===== config.mk =====
export PLATFORM = sky130hd
export DESIGN_NAME = spi_responder
export DESIGN_NICKNAME = d
export VERILOG_FILES = /design/src/rtl/spi_responder.sv
export SDC_FILE = /design/constraint.sdc
export NUM_CORES = 1
export LEC_CHECK = 0
export CORE_UTILIZATION = 45
export DETAILED_ROUTE_END_ITERATION = 10
export HOLD_SLACK_MARGIN = 0.05
export PLACE_DENSITY = 0.69
export SYNTH_ARGS = -nofsm -noshare
export SYNTH_HDL_FRONTEND = slang
export SYNTH_SLANG_ARGS = --single-unit

===== constraint.sdc =====
create_clock -name clk_i -period 2.4 [get_ports clk_i]
set_clock_uncertainty 0.2 [all_clocks]
set_input_delay 0.36 -clock clk_i [delete_from_list [all_inputs] [get_ports clk_i]]
set_output_delay 0.36 -clock clk_i [all_outputs]
set_load 0.02 [all_outputs]

===== src/rtl/spi_responder.sv =====
// SPI mode-0 target with an 8 x 8-bit register bank, fully oversampled on clk_i.
// Reg 0 drives out_port, reg 1 reads in_port, regs 2-7 are scratch.
module spi_responder #(
  parameter int SYNC_STAGES = 2
) (
  input  logic       clk_i,
  input  logic       rst_n,
  input  logic       sclk,
  input  logic       cs_n,
  input  logic       mosi,
  output logic       miso,
  output logic       miso_oe,
  input  logic [7:0] in_port,
  output logic [7:0] out_port,
  output logic       wr_stb,
  output logic [2:0] wr_addr,
  output logic       frame_done
);

  typedef enum logic [1:0] {
    ST_IDLE = 2'd0,
    ST_CMD  = 2'd1,
    ST_DATA = 2'd2
  } state_t;

  logic [SYNC_STAGES-1:0] sclk_sync_r;
  logic [SYNC_STAGES-1:0] cs_n_sync_r;
  logic [SYNC_STAGES-1:0] mosi_sync_r;
  logic                   sclk_hist_r;
  logic                   armed_r;

  state_t     state_r,   state_nxt_s;
  logic [2:0] bit_cnt_r, bit_cnt_nxt_s;
  logic [7:0] rx_r,      rx_nxt_s;
  logic [7:0] tx_r,      tx_nxt_s;
  logic       rw_r,      rw_nxt_s;
  logic [2:0] addr_r,    addr_nxt_s;
  logic [7:0] regs_r [8];

  logic       sclk_s, cs_n_s, mosi_s, rise_s, fall_s;
  logic [7:0] rx_byte_s;
  logic [2:0] rd_addr_s;
  logic [7:0] rd_data_s;
  logic       wr_en_s;
  logic       wr_stb_nxt_s, frame_done_nxt_s, miso_nxt_s;

  assign sclk_s    = sclk_sync_r[SYNC_STAGES-1];
  assign cs_n_s    = cs_n_sync_r[SYNC_STAGES-1];
  assign mosi_s    = mosi_sync_r[SYNC_STAGES-1];
  assign rise_s    = sclk_s & ~sclk_hist_r;
  assign fall_s    = ~sclk_s & sclk_hist_r;
  assign rx_byte_s = {rx_r[6:0], mosi_s};
  assign out_port  = regs_r[0];

  // Pin synchronizers plus sclk history for edge detection. cs_n resets to
  // "selected" so a frame already in progress at reset release is not armed.
  always_ff @(posedge clk_i or negedge rst_n) begin
    if (!rst_n) begin
      sclk_sync_r <= {SYNC_STAGES{1'b0}};
      cs_n_sync_r <= {SYNC_STAGES{1'b0}};
      mosi_sync_r <= {SYNC_STAGES{1'b0}};
      sclk_hist_r <= 1'b0;
      armed_r     <= 1'b0;
    end else begin
      sclk_sync_r <= {sclk_sync_r[SYNC_STAGES-2:0], sclk};
      cs_n_sync_r <= {cs_n_sync_r[SYNC_STAGES-2:0], cs_n};
      mosi_sync_r <= {mosi_sync_r[SYNC_STAGES-2:0], mosi};
      sclk_hist_r <= sclk_s;
      armed_r     <= armed_r | cs_n_s;
    end
  end

  // Read-data mux: command byte's address in CMD, next address in DATA.
  always_comb begin
    if (state_r == ST_CMD) begin
      rd_addr_s = rx_byte_s[2:0];
    end else begin
      rd_addr_s = addr_r + 3'd1;
    end
    if (rd_addr_s == 3'd1) begin
      rd_data_s = in_port;
    end else begin
      rd_data_s = regs_r[rd_addr_s];
    end
  end

  // Next-state and datapath control.
  always_comb begin
    state_nxt_s      = state_r;
    bit_cnt_nxt_s    = bit_cnt_r;
    rx_nxt_s         = rx_r;
    tx_nxt_s         = tx_r;
    rw_nxt_s         = rw_r;
    addr_nxt_s       = addr_r;
    wr_en_s          = 1'b0;
    wr_stb_nxt_s     = 1'b0;
    frame_done_nxt_s = 1'b0;
    case (state_r)
      ST_IDLE: begin
        if (armed_r && !cs_n_s) begin
          state_nxt_s   = ST_CMD;
          bit_cnt_nxt_s = 3'd0;
          rx_nxt_s      = 8'd0;
          tx_nxt_s      = 8'd0;
        end else begin
          state_nxt_s = ST_IDLE;
        end
      end
      ST_CMD: begin
        if (cs_n_s) begin
          state_nxt_s      = ST_IDLE;
          frame_done_nxt_s = 1'b1;
        end else if (rise_s) begin
          rx_nxt_s = rx_byte_s;
          if (bit_cnt_r == 3'd7) begin
            rw_nxt_s      = rx_byte_s[7];
            addr_nxt_s    = rx_byte_s[2:0];
            tx_nxt_s      = rd_data_s;
            bit_cnt_nxt_s = 3'd0;
            state_nxt_s   = ST_DATA;
          end else begin
            bit_cnt_nxt_s = bit_cnt_r + 3'd1;
          end
        end else begin
          state_nxt_s = ST_CMD;
        end
      end
      ST_DATA: begin
        if (cs_n_s) begin
          state_nxt_s      = ST_IDLE;
          frame_done_nxt_s = 1'b1;
        end else if (rise_s) begin
          rx_nxt_s = rx_byte_s;
          if (bit_cnt_r == 3'd7) begin
            if (rw_r) begin
              if (addr_r != 3'd1) begin
                wr_en_s      = 1'b1;
                wr_stb_nxt_s = 1'b1;
              end else begin
                wr_en_s = 1'b0;
              end
            end else begin
              tx_nxt_s = rd_data_s;
            end
            addr_nxt_s    = addr_r + 3'd1;
            bit_cnt_nxt_s = 3'd0;
          end else begin
            bit_cnt_nxt_s = bit_cnt_r + 3'd1;
          end
        end else if (fall_s && (bit_cnt_r != 3'd0)) begin
          // The fall right after a load is skipped so the new MSB stays up.
          tx_nxt_s = {tx_r[6:0], 1'b0};
        end else begin
          state_nxt_s = ST_DATA;
        end
      end
      default: begin
        state_nxt_s = ST_IDLE;
      end
    endcase
    if ((state_nxt_s == ST_DATA) && !rw_nxt_s) begin
      miso_nxt_s = tx_nxt_s[7];
    end else begin
      miso_nxt_s = 1'b0;
    end
  end

  // Frame state, shift registers, register bank and registered outputs.
  always_ff @(posedge clk_i or negedge rst_n) begin
    if (!rst_n) begin
      state_r    <= ST_IDLE;
      bit_cnt_r  <= 3'd0;
      rx_r       <= 8'd0;
      tx_r       <= 8'd0;
      rw_r       <= 1'b0;
      addr_r     <= 3'd0;
      miso       <= 1'b0;
      miso_oe    <= 1'b0;
      wr_stb     <= 1'b0;
      wr_addr    <= 3'd0;
      frame_done <= 1'b0;
      for (int i = 0; i < 8; i++) begin
        regs_r[i] <= 8'd0;
      end
    end else begin
      state_r    <= state_nxt_s;
      bit_cnt_r  <= bit_cnt_nxt_s;
      rx_r       <= rx_nxt_s;
      tx_r       <= tx_nxt_s;
      rw_r       <= rw_nxt_s;
      addr_r     <= addr_nxt_s;
      miso       <= miso_nxt_s;
      miso_oe    <= armed_r & ~cs_n_s;
      wr_stb     <= wr_stb_nxt_s;
      frame_done <= frame_done_nxt_s;
      if (wr_en_s) begin
        regs_r[addr_r] <= rx_byte_s;
        wr_addr        <= addr_r;
      end
    end
  end

endmodule


After elaboration in Yosys (flattened, before gate mapping)
Index checks and enable logic that the tools add are counted.
{"block": "totals", "regBits": 103, "in_bits": 13, "out_inout_bits": 15, "elab_cells": 127}
{"block": "classes", "addsub": 2, "order_cmp": 3, "n_eq_ne": 18, "muxes": 55, "bitwise": 9, "reduce_logical": 15}
{"operator": "$mux 8", "n": 13}
{"operator": "$bwmux 64", "n": 1}
{"operator": "$mux 3", "n": 11}
{"operator": "$bmux 8 s3", "n": 1}
{"operator": "$demux 8 s3", "n": 1}
{"operator": "$pmux 8 s3", "n": 1}
{"operator": "$mux 7", "n": 3}
{"operator": "$mux 1", "n": 14}
{"operator": "$ne 2x2->1 const B", "n": 7}
{"operator": "$pmux 7 s2", "n": 1}
{"operator": "$mux 2", "n": 6}
{"operator": "$pmux 3 s2", "n": 2}
{"operator": "$ne 3x3->1 const B", "n": 3}
{"operator": "$reduce_and 9->1", "n": 1}
{"operator": "$ge 4x4->1 const B", "n": 2}
{"operator": "$not 3->4", "n": 2}
{"operator": "$reduce_and 7->1", "n": 1}
{"operator": "$add 3x1->3 const B", "n": 2}
{"operator": "$pmux 2 s3", "n": 1}
{"operator": "$reduce_bool 3->1", "n": 2}
{"operator": "$eq 2x2->1 const B", "n": 2}
{"operator": "$logic_and 1x1->1", "n": 4}
{"operator": "$lt 4x1->1 const B", "n": 1}
{"operator": "$ne 2x1->1 const B", "n": 2}
{"operator": "other kinds (12)", "n": 18}

Depth between registers and ports, before layout
{"block": "depth", "depth_word": 13, "depth_mapped": 11}

Worst setup path after synthesis
No wires, ideal clock.
{"block": "synth_path", "path_kind": "register to register", "start": "register addr_r[1]", "end": "register miso", "setup_ns": 0.133, "arrival_time_ns": 2.256, "required_ns": 2.067, "path_slack_ns": -0.189, "stages_incl_launch_ff": 8, "path_buffers": 0, "period_less_slack_ns": 2.589, "cell_sequence": "dfrtp_1 > inv_1 > ha_1 > a21oi_4 > mux4_2 > a41o_1 > o221ai_2 > a211oi_2"}
{"block": "synth_between", "elab_chain_len": 13, "word_cells_on_any_way": 17, "cone_classes": "1 x add/sub; 1 x eq/ne; 14 x mux; 1 x bitwise"}
{"element": "start: declaration", "line_no": "37", "source": "logic [2:0] addr_r, addr_nxt_s;"}
{"element": "start signal: assignment", "line_no": "191", "source": "addr_r <= addr_nxt_s;"}
{"element": "$add 3x1->3 (*)", "line_no": "78", "source": "rd_addr_s = addr_r + 3'd1;"}
{"element": "$mux 3 (*)", "line_no": "75", "source": "if (state_r == ST_CMD) begin"}
{"element": "$not 3->4 (not written as such)", "line_no": "83", "source": "rd_data_s = regs_r[rd_addr_s];"}
{"element": "$bmux 8 s3", "line_no": "83"}
{"element": "$mux 8 (not written as such) (2 in series)", "line_no": "83"}
{"element": "$mux 8 (*)", "line_no": "80", "source": "if (rd_addr_s == 3'd1) begin"}
{"element": "$mux 8", "line_no": "135", "source": "if (rw_r) begin"}
{"element": "$mux 8", "line_no": "134", "source": "if (bit_cnt_r == 3'd7) begin"}
{"element": "$mux 8", "line_no": "132", "source": "end else if (rise_s) begin"}
{"element": "$mux 8", "line_no": "129", "source": "if (cs_n_s) begin"}
{"element": "$pmux 8 s3 (*)", "line_no": "98", "source": "case (state_r)"}
{"element": "$mux 1 (*)", "line_no": "161", "source": "if ((state_nxt_s == ST_DATA) && !rw_nxt_s) begin"}
{"element": "named net miso_nxt_s", "line_no": "45", "source": "logic wr_stb_nxt_s, frame_done_nxt_s, miso_nxt_s;"}
{"element": "end signal: assignment", "line_no": "192", "source": "miso <= miso_nxt_s;"}
{"element": "end: declaration", "line_no": "11", "source": "output logic miso,"}
Mark *: on every way through the listed nets, which the timed path passes. The rest lies on a longest branch. The select of a mux whose other input is x is not followed.
A chain may end at the register's enable or synchronous reset.

Worst setup path after layout
{"block": "layout_path", "start": "register state_r[0]", "end": "register tx_r[7]"}
{"block": "layout_between", "elab_chain_len": 12, "word_cells_on_any_way": 18, "cone_classes": "3 x eq/ne; 13 x mux; 1 x bitwise; 1 x reduce/logical"}
{"element": "start: declaration", "line_no": "32", "source": "state_t state_r, state_nxt_s;"}
{"element": "start signal: assignment", "line_no": "186", "source": "state_r <= state_nxt_s;"}
{"element": "$eq 2x1->1", "line_no": "75, 98"}
{"element": "$mux 3", "line_no": "75"}
{"element": "$not 3->4 (not written as such)", "line_no": "83"}
{"element": "$bmux 8 s3", "line_no": "83"}
{"element": "$mux 8 (not written as such) (2 in series)", "line_no": "83"}
{"element": "$mux 8", "line_no": "80"}
{"element": "$mux 8", "line_no": "135"}
{"element": "$mux 8", "line_no": "134"}
{"element": "$mux 8", "line_no": "132"}
{"element": "$mux 8", "line_no": "129"}
{"element": "$pmux 8 s3 (*)", "line_no": "98"}
{"element": "named net tx_nxt_s[7]", "line_no": "35", "source": "logic [7:0] tx_r, tx_nxt_s;"}
{"element": "end signal: assignment", "line_no": "189", "source": "tx_r <= tx_nxt_s;"}
{"element": "end: declaration", "line_no": "35"}
Marked as above.

==> results by group <==
Timing
  – Max Slew Vio Count: 0
  – Hold violation count in the final report: 0
  – Final period util: 0.990
  – Worst hold margin: 0.156 ns
  – Achievable Freq: 0.421 GHz
  – RSZ-0062 raised after global routing: yes
  – Worst slew pin tran: 0.626 ns
  – # setup viols final: 0
  – Relative slew slack: 0.583
  – Min Tclk post-route: 2.38 ns
  – PnR worst setup slack: 0.0231 ns

Logic synthesis
  – Post-synthesis async set-or-reset flop share: 1.00
  – Area contributors post-synth: dfrtp_1 51%, mux2_2 14%, mux4_2 6.8%
  – Top-area cell type share of the netlist area: 0.514
  – Main synth FF type: dfrtp_1
  – Yosys cell types: 51
  – Syn Nets: 394
  – FF+latch count, synth: 95
  – Largest area contributor in the netlist: dfrtp_1
  – Avg Inst Size Synth: 12.5 sq um
  – Number of flops mapped to enable cells by yosys: 0
  – Syn Std Cell Area: 0.00463 sq mm
  – Seq/Total Area, Yosys: 0.514
  – Post-Synthesis Cells: 371
  – Warnings, synthesis: 0

Global routing
  – Largest net degree at the start of global routing: 49
  – Initial antenna violation count: 0
  – Total global routing overflow: 0
  – Number of global-route vias before repair: 3099
  – Tot GR Track Use: 0.208
  – Global-route wire length before repair: 16200 microns

Setup path
  – Worst path max stage delay: 0.54 ns
  – Worst-path cell with the longest stage delay: mux4_2
  – Critical path's top delay family: compound AO/OA/AOI/OAI gates
  – CP Depth: 7
  – CP endpoint kind: flop
  – CP bufs+invs: 0
  – Crit-path max FO: 5
  – Critical Setup Path Class: reg2reg
  – R2R Path Start: state_r[0]$_DFF_PN0_
  – Data required, critical path: 2.46 ns
  – Crit path cell chain: ha_4 > and2b_1 > a21oi_4 > mux4_2 > a41o_1 > o221ai_2 > a21oi_1
  – Worst Setup SP: state_r[0]$_DFF_PN0_
  – Worst EP arrival: 2.43 ns
  – CP startpoint kind: flop
  – FF-to-FF path depth: 7

Placement
  – Port bufs: 27
  – Inst Count DP: 537
  – Dpl hpwl: 6920 microns
  – Place WS: 0.000914 ns
  – Gpl congestion: 0.844

Clock network
  – H-tree levels: 3
  – Root Buffer: clkbuf_8
  – Total CTS buffers: 9
  – Clock Pin Slew Worst Setup and Hold Paths: 0.10 ns
  – Clock tree buffer depth: 2
  – Sink Count: 95
  – Latest clock arrival within the worst-skew pair: 0.37 ns
  – CTS tree: built

Layout
  – Fin nets: 447
  – Non-filler cells, final: 562
  – Final core area utilization: 0.568
  – Antenna Cells: 0
  – Filler instances: 789
  – Area grow syn2layout: 21.2%
  – Layout cell share with drive strength beyond 1: 0.378

Floorplan
  – Die area: 0.0107 sq mm
  – Core area: 0.00986 sq mm
  – Height of the die: 103 microns
  – Die width: 103 microns
  – Initial Utilization: 0.469
  – # rows: 36
  – Top Ports: 28

Pwr
  – Pwr/cell area: 554 mW/mm^2
  – Leakage power figure: 2.54 nW
  – Peak supply drop: 0.288 mV

Route
  – Total detailed-routing wirelength: 10000 microns
  – Drt drc: 0
  – Vias: 3112
  – Routed Antenna Nets: 0
  – Drt via density: 5.54
  – Detailed-route wire length per cell: 17.9 microns
  – Initial DRC count: 153
  – Drt pass-1 iters: 5

Worst hold path
  – Hold_sp: sclk_sync_r[0]$_DFF_PN0_
  – Hold depth: 0
  – Min-delay worst type: reg2reg

Outcome
  – Status: complete, no violations

Run
  – Max-cap violation count: 0
[flip-flops by register name (all words and copies together) (netlist names), 2 cells and up]
signal / cells
wr_addr: 3
regs_r: 48
sclk_sync_r: 2
mosi_sync_r: 2
cs_n_sync_r: 2
rx_r: 7
state_r: 2
tx_r: 8
out_port: 8
bit_cnt_r: 3
addr_r: 3
[path summary, 6_finish.rpt]
kind	endpoint	slack, ns
worst max-delay path	tx_r[7]$_DFF_PN0_	0.02
worst min-delay path	sclk_sync_r[1]$_DFF_PN0_	0.16
worst max register to register	tx_r[7]$_DFF_PN0_	0.02
worst min register to register	sclk_sync_r[1]$_DFF_PN0_	0.16
max in group asynchronous	regs_r[20]$_DFFE_PN0P_	0.98
min in group asynchronous	miso$_DFF_PN0_	0.34
[power by group]
| group | switching [mW] | internal, mW | total (mW) |
|---|---|---|---|
| Combinational | 0.210 | 0.183 | 0.393 |
| Clock | 0.590 | 0.445 | 1.04 |
| Sequential | 0.0353 | 1.65 | 1.68 |
[stage by stage]
| stage | instance area [sq um] | total power [mW] | setup TNS [ns] |
|---|---|---|---|
| floorplan | 4660 | 1.91 | 0 |
| global placement | 5300 | 2.07 | 0 |
| detailed placement | 5300 | 2.08 | 0 |
| CTS | 5510 | 3.10 | 0 |
| global route | 5610 | 3.24 | -0.317 |
| finish | 5610 | 3.11 | 0 |
[cells in the mapped netlist (2+ instances only)]
master / instances
a31oi_1: 7
a21oi_1: 9
o21ai_0: 18
buf_2: 6
nor3_1: 4
mux4_2: 14
buf_4: 10
clkbuf_1: 8
ha_1: 10
nor2b_1: 4
inv_1: 16
a22oi_1: 6
buf_1: 5
mux2_2: 57
dfrtp_1: 95
nand3_1: 5
nand2_1: 35
o22ai_1: 3
a211o_1: 2
nor2_1: 13
mux2i_1: 9
o211ai_1: 2
o21ai_4: 2
nand2b_1: 4
[layout by cell type, fill, tap and decap left out, types with 2 or more instances in the layout]
master | netlist | final
nor3_2 | 1 | 2
inv_6 | 0 | 2
buf_12 | 0 | 8
o22ai_1 | 3 | 3
o21ai_4 | 2 | 2
nand2_2 | 1 | 2
a21oi_1 | 9 | 9
o21ai_0 | 18 | 18
ha_1 | 10 | 4
nor2_1 | 13 | 12
nand3_1 | 5 | 5
a211o_1 | 2 | 2
mux2i_1 | 9 | 9
clkdlybuf4s50_1 | 0 | 26
nand2_1 | 35 | 34
dfrtp_2 | 0 | 2
a22oi_1 | 6 | 6
clkbuf_8 | 0 | 11
nor3_1 | 4 | 3
mux2_2 | 57 | 57
dfrtp_1 | 95 | 93
inv_2 | 1 | 2
ha_4 | 0 | 3
o211ai_1 | 2 | 2
a31oi_1 | 7 | 6
buf_4 | 10 | 35
inv_1 | 16 | 15
mux4_2 | 14 | 14
clkinv_2 | 0 | 2
nor2b_1 | 4 | 4
ha_2 | 0 | 3
nand2b_1 | 4 | 4
[per-layer routing]
| metal | part of all wire | vias up | global-route usage |
|---|---|---|---|
| met4 | 0.020 | 0 | 0.0932 |
| met1 | 0.46 | 1602 | 0.292 |
| li1 | - | 1417 | - |
| met3 | 0.048 | 14 | 0.0370 |
| met2 | 0.47 | 79 | 0.318 |
| met5 | 0 | - | 0 |
[worst reg2reg max path: cells and delay by family, from the launching register on]
| family | cells | cell delay, ns |
|---|---|---|
| AOI/OAI and AO/OA | 4 | 0.69 |
| muxes | 1 | 0.54 |
| DFF | 1 | 0.47 |
| adders and majority gates | 1 | 0.20 |
| and+or+nand+nor | 1 | 0.18 |
[area by class of cell]
cell class	instances	area [sq um]	area share
Clock inverter	5	38.8	0.00692
Inverter	17	63.8	0.0114
Clock buffer	11	151	0.0270
Timing Repair Buffer	71	704	0.126
Multi-Input combinational cell	230	2100	0.375
Sequential cell	95	2380	0.424
Tap cell	133	166	0.0297
[cells by family (layout without fill, tap and decap cells)]
family,after synthesis,in the layout,synth area share
AOI/OAI and AO/OA,59,59,0.0884
and+or+nand+nor,80,80,0.0957
muxes,80,80,0.226
adders and majority gates,10,10,0.0270
xor gates and xnor gates,1,1,0.00189
buffers and inverters,46,104,0.0470
DFF,95,95,0.514
[what timing repair did]
action	in CTS	in global routing
hold endpoints to repair	46	0
setup endpoints to repair	2	45
resized for setup	1	11
pin swaps	0	4
hold buffers	1	0
setup buffers	0	8
No activity file was read; power rests on OpenSTA's default activity.
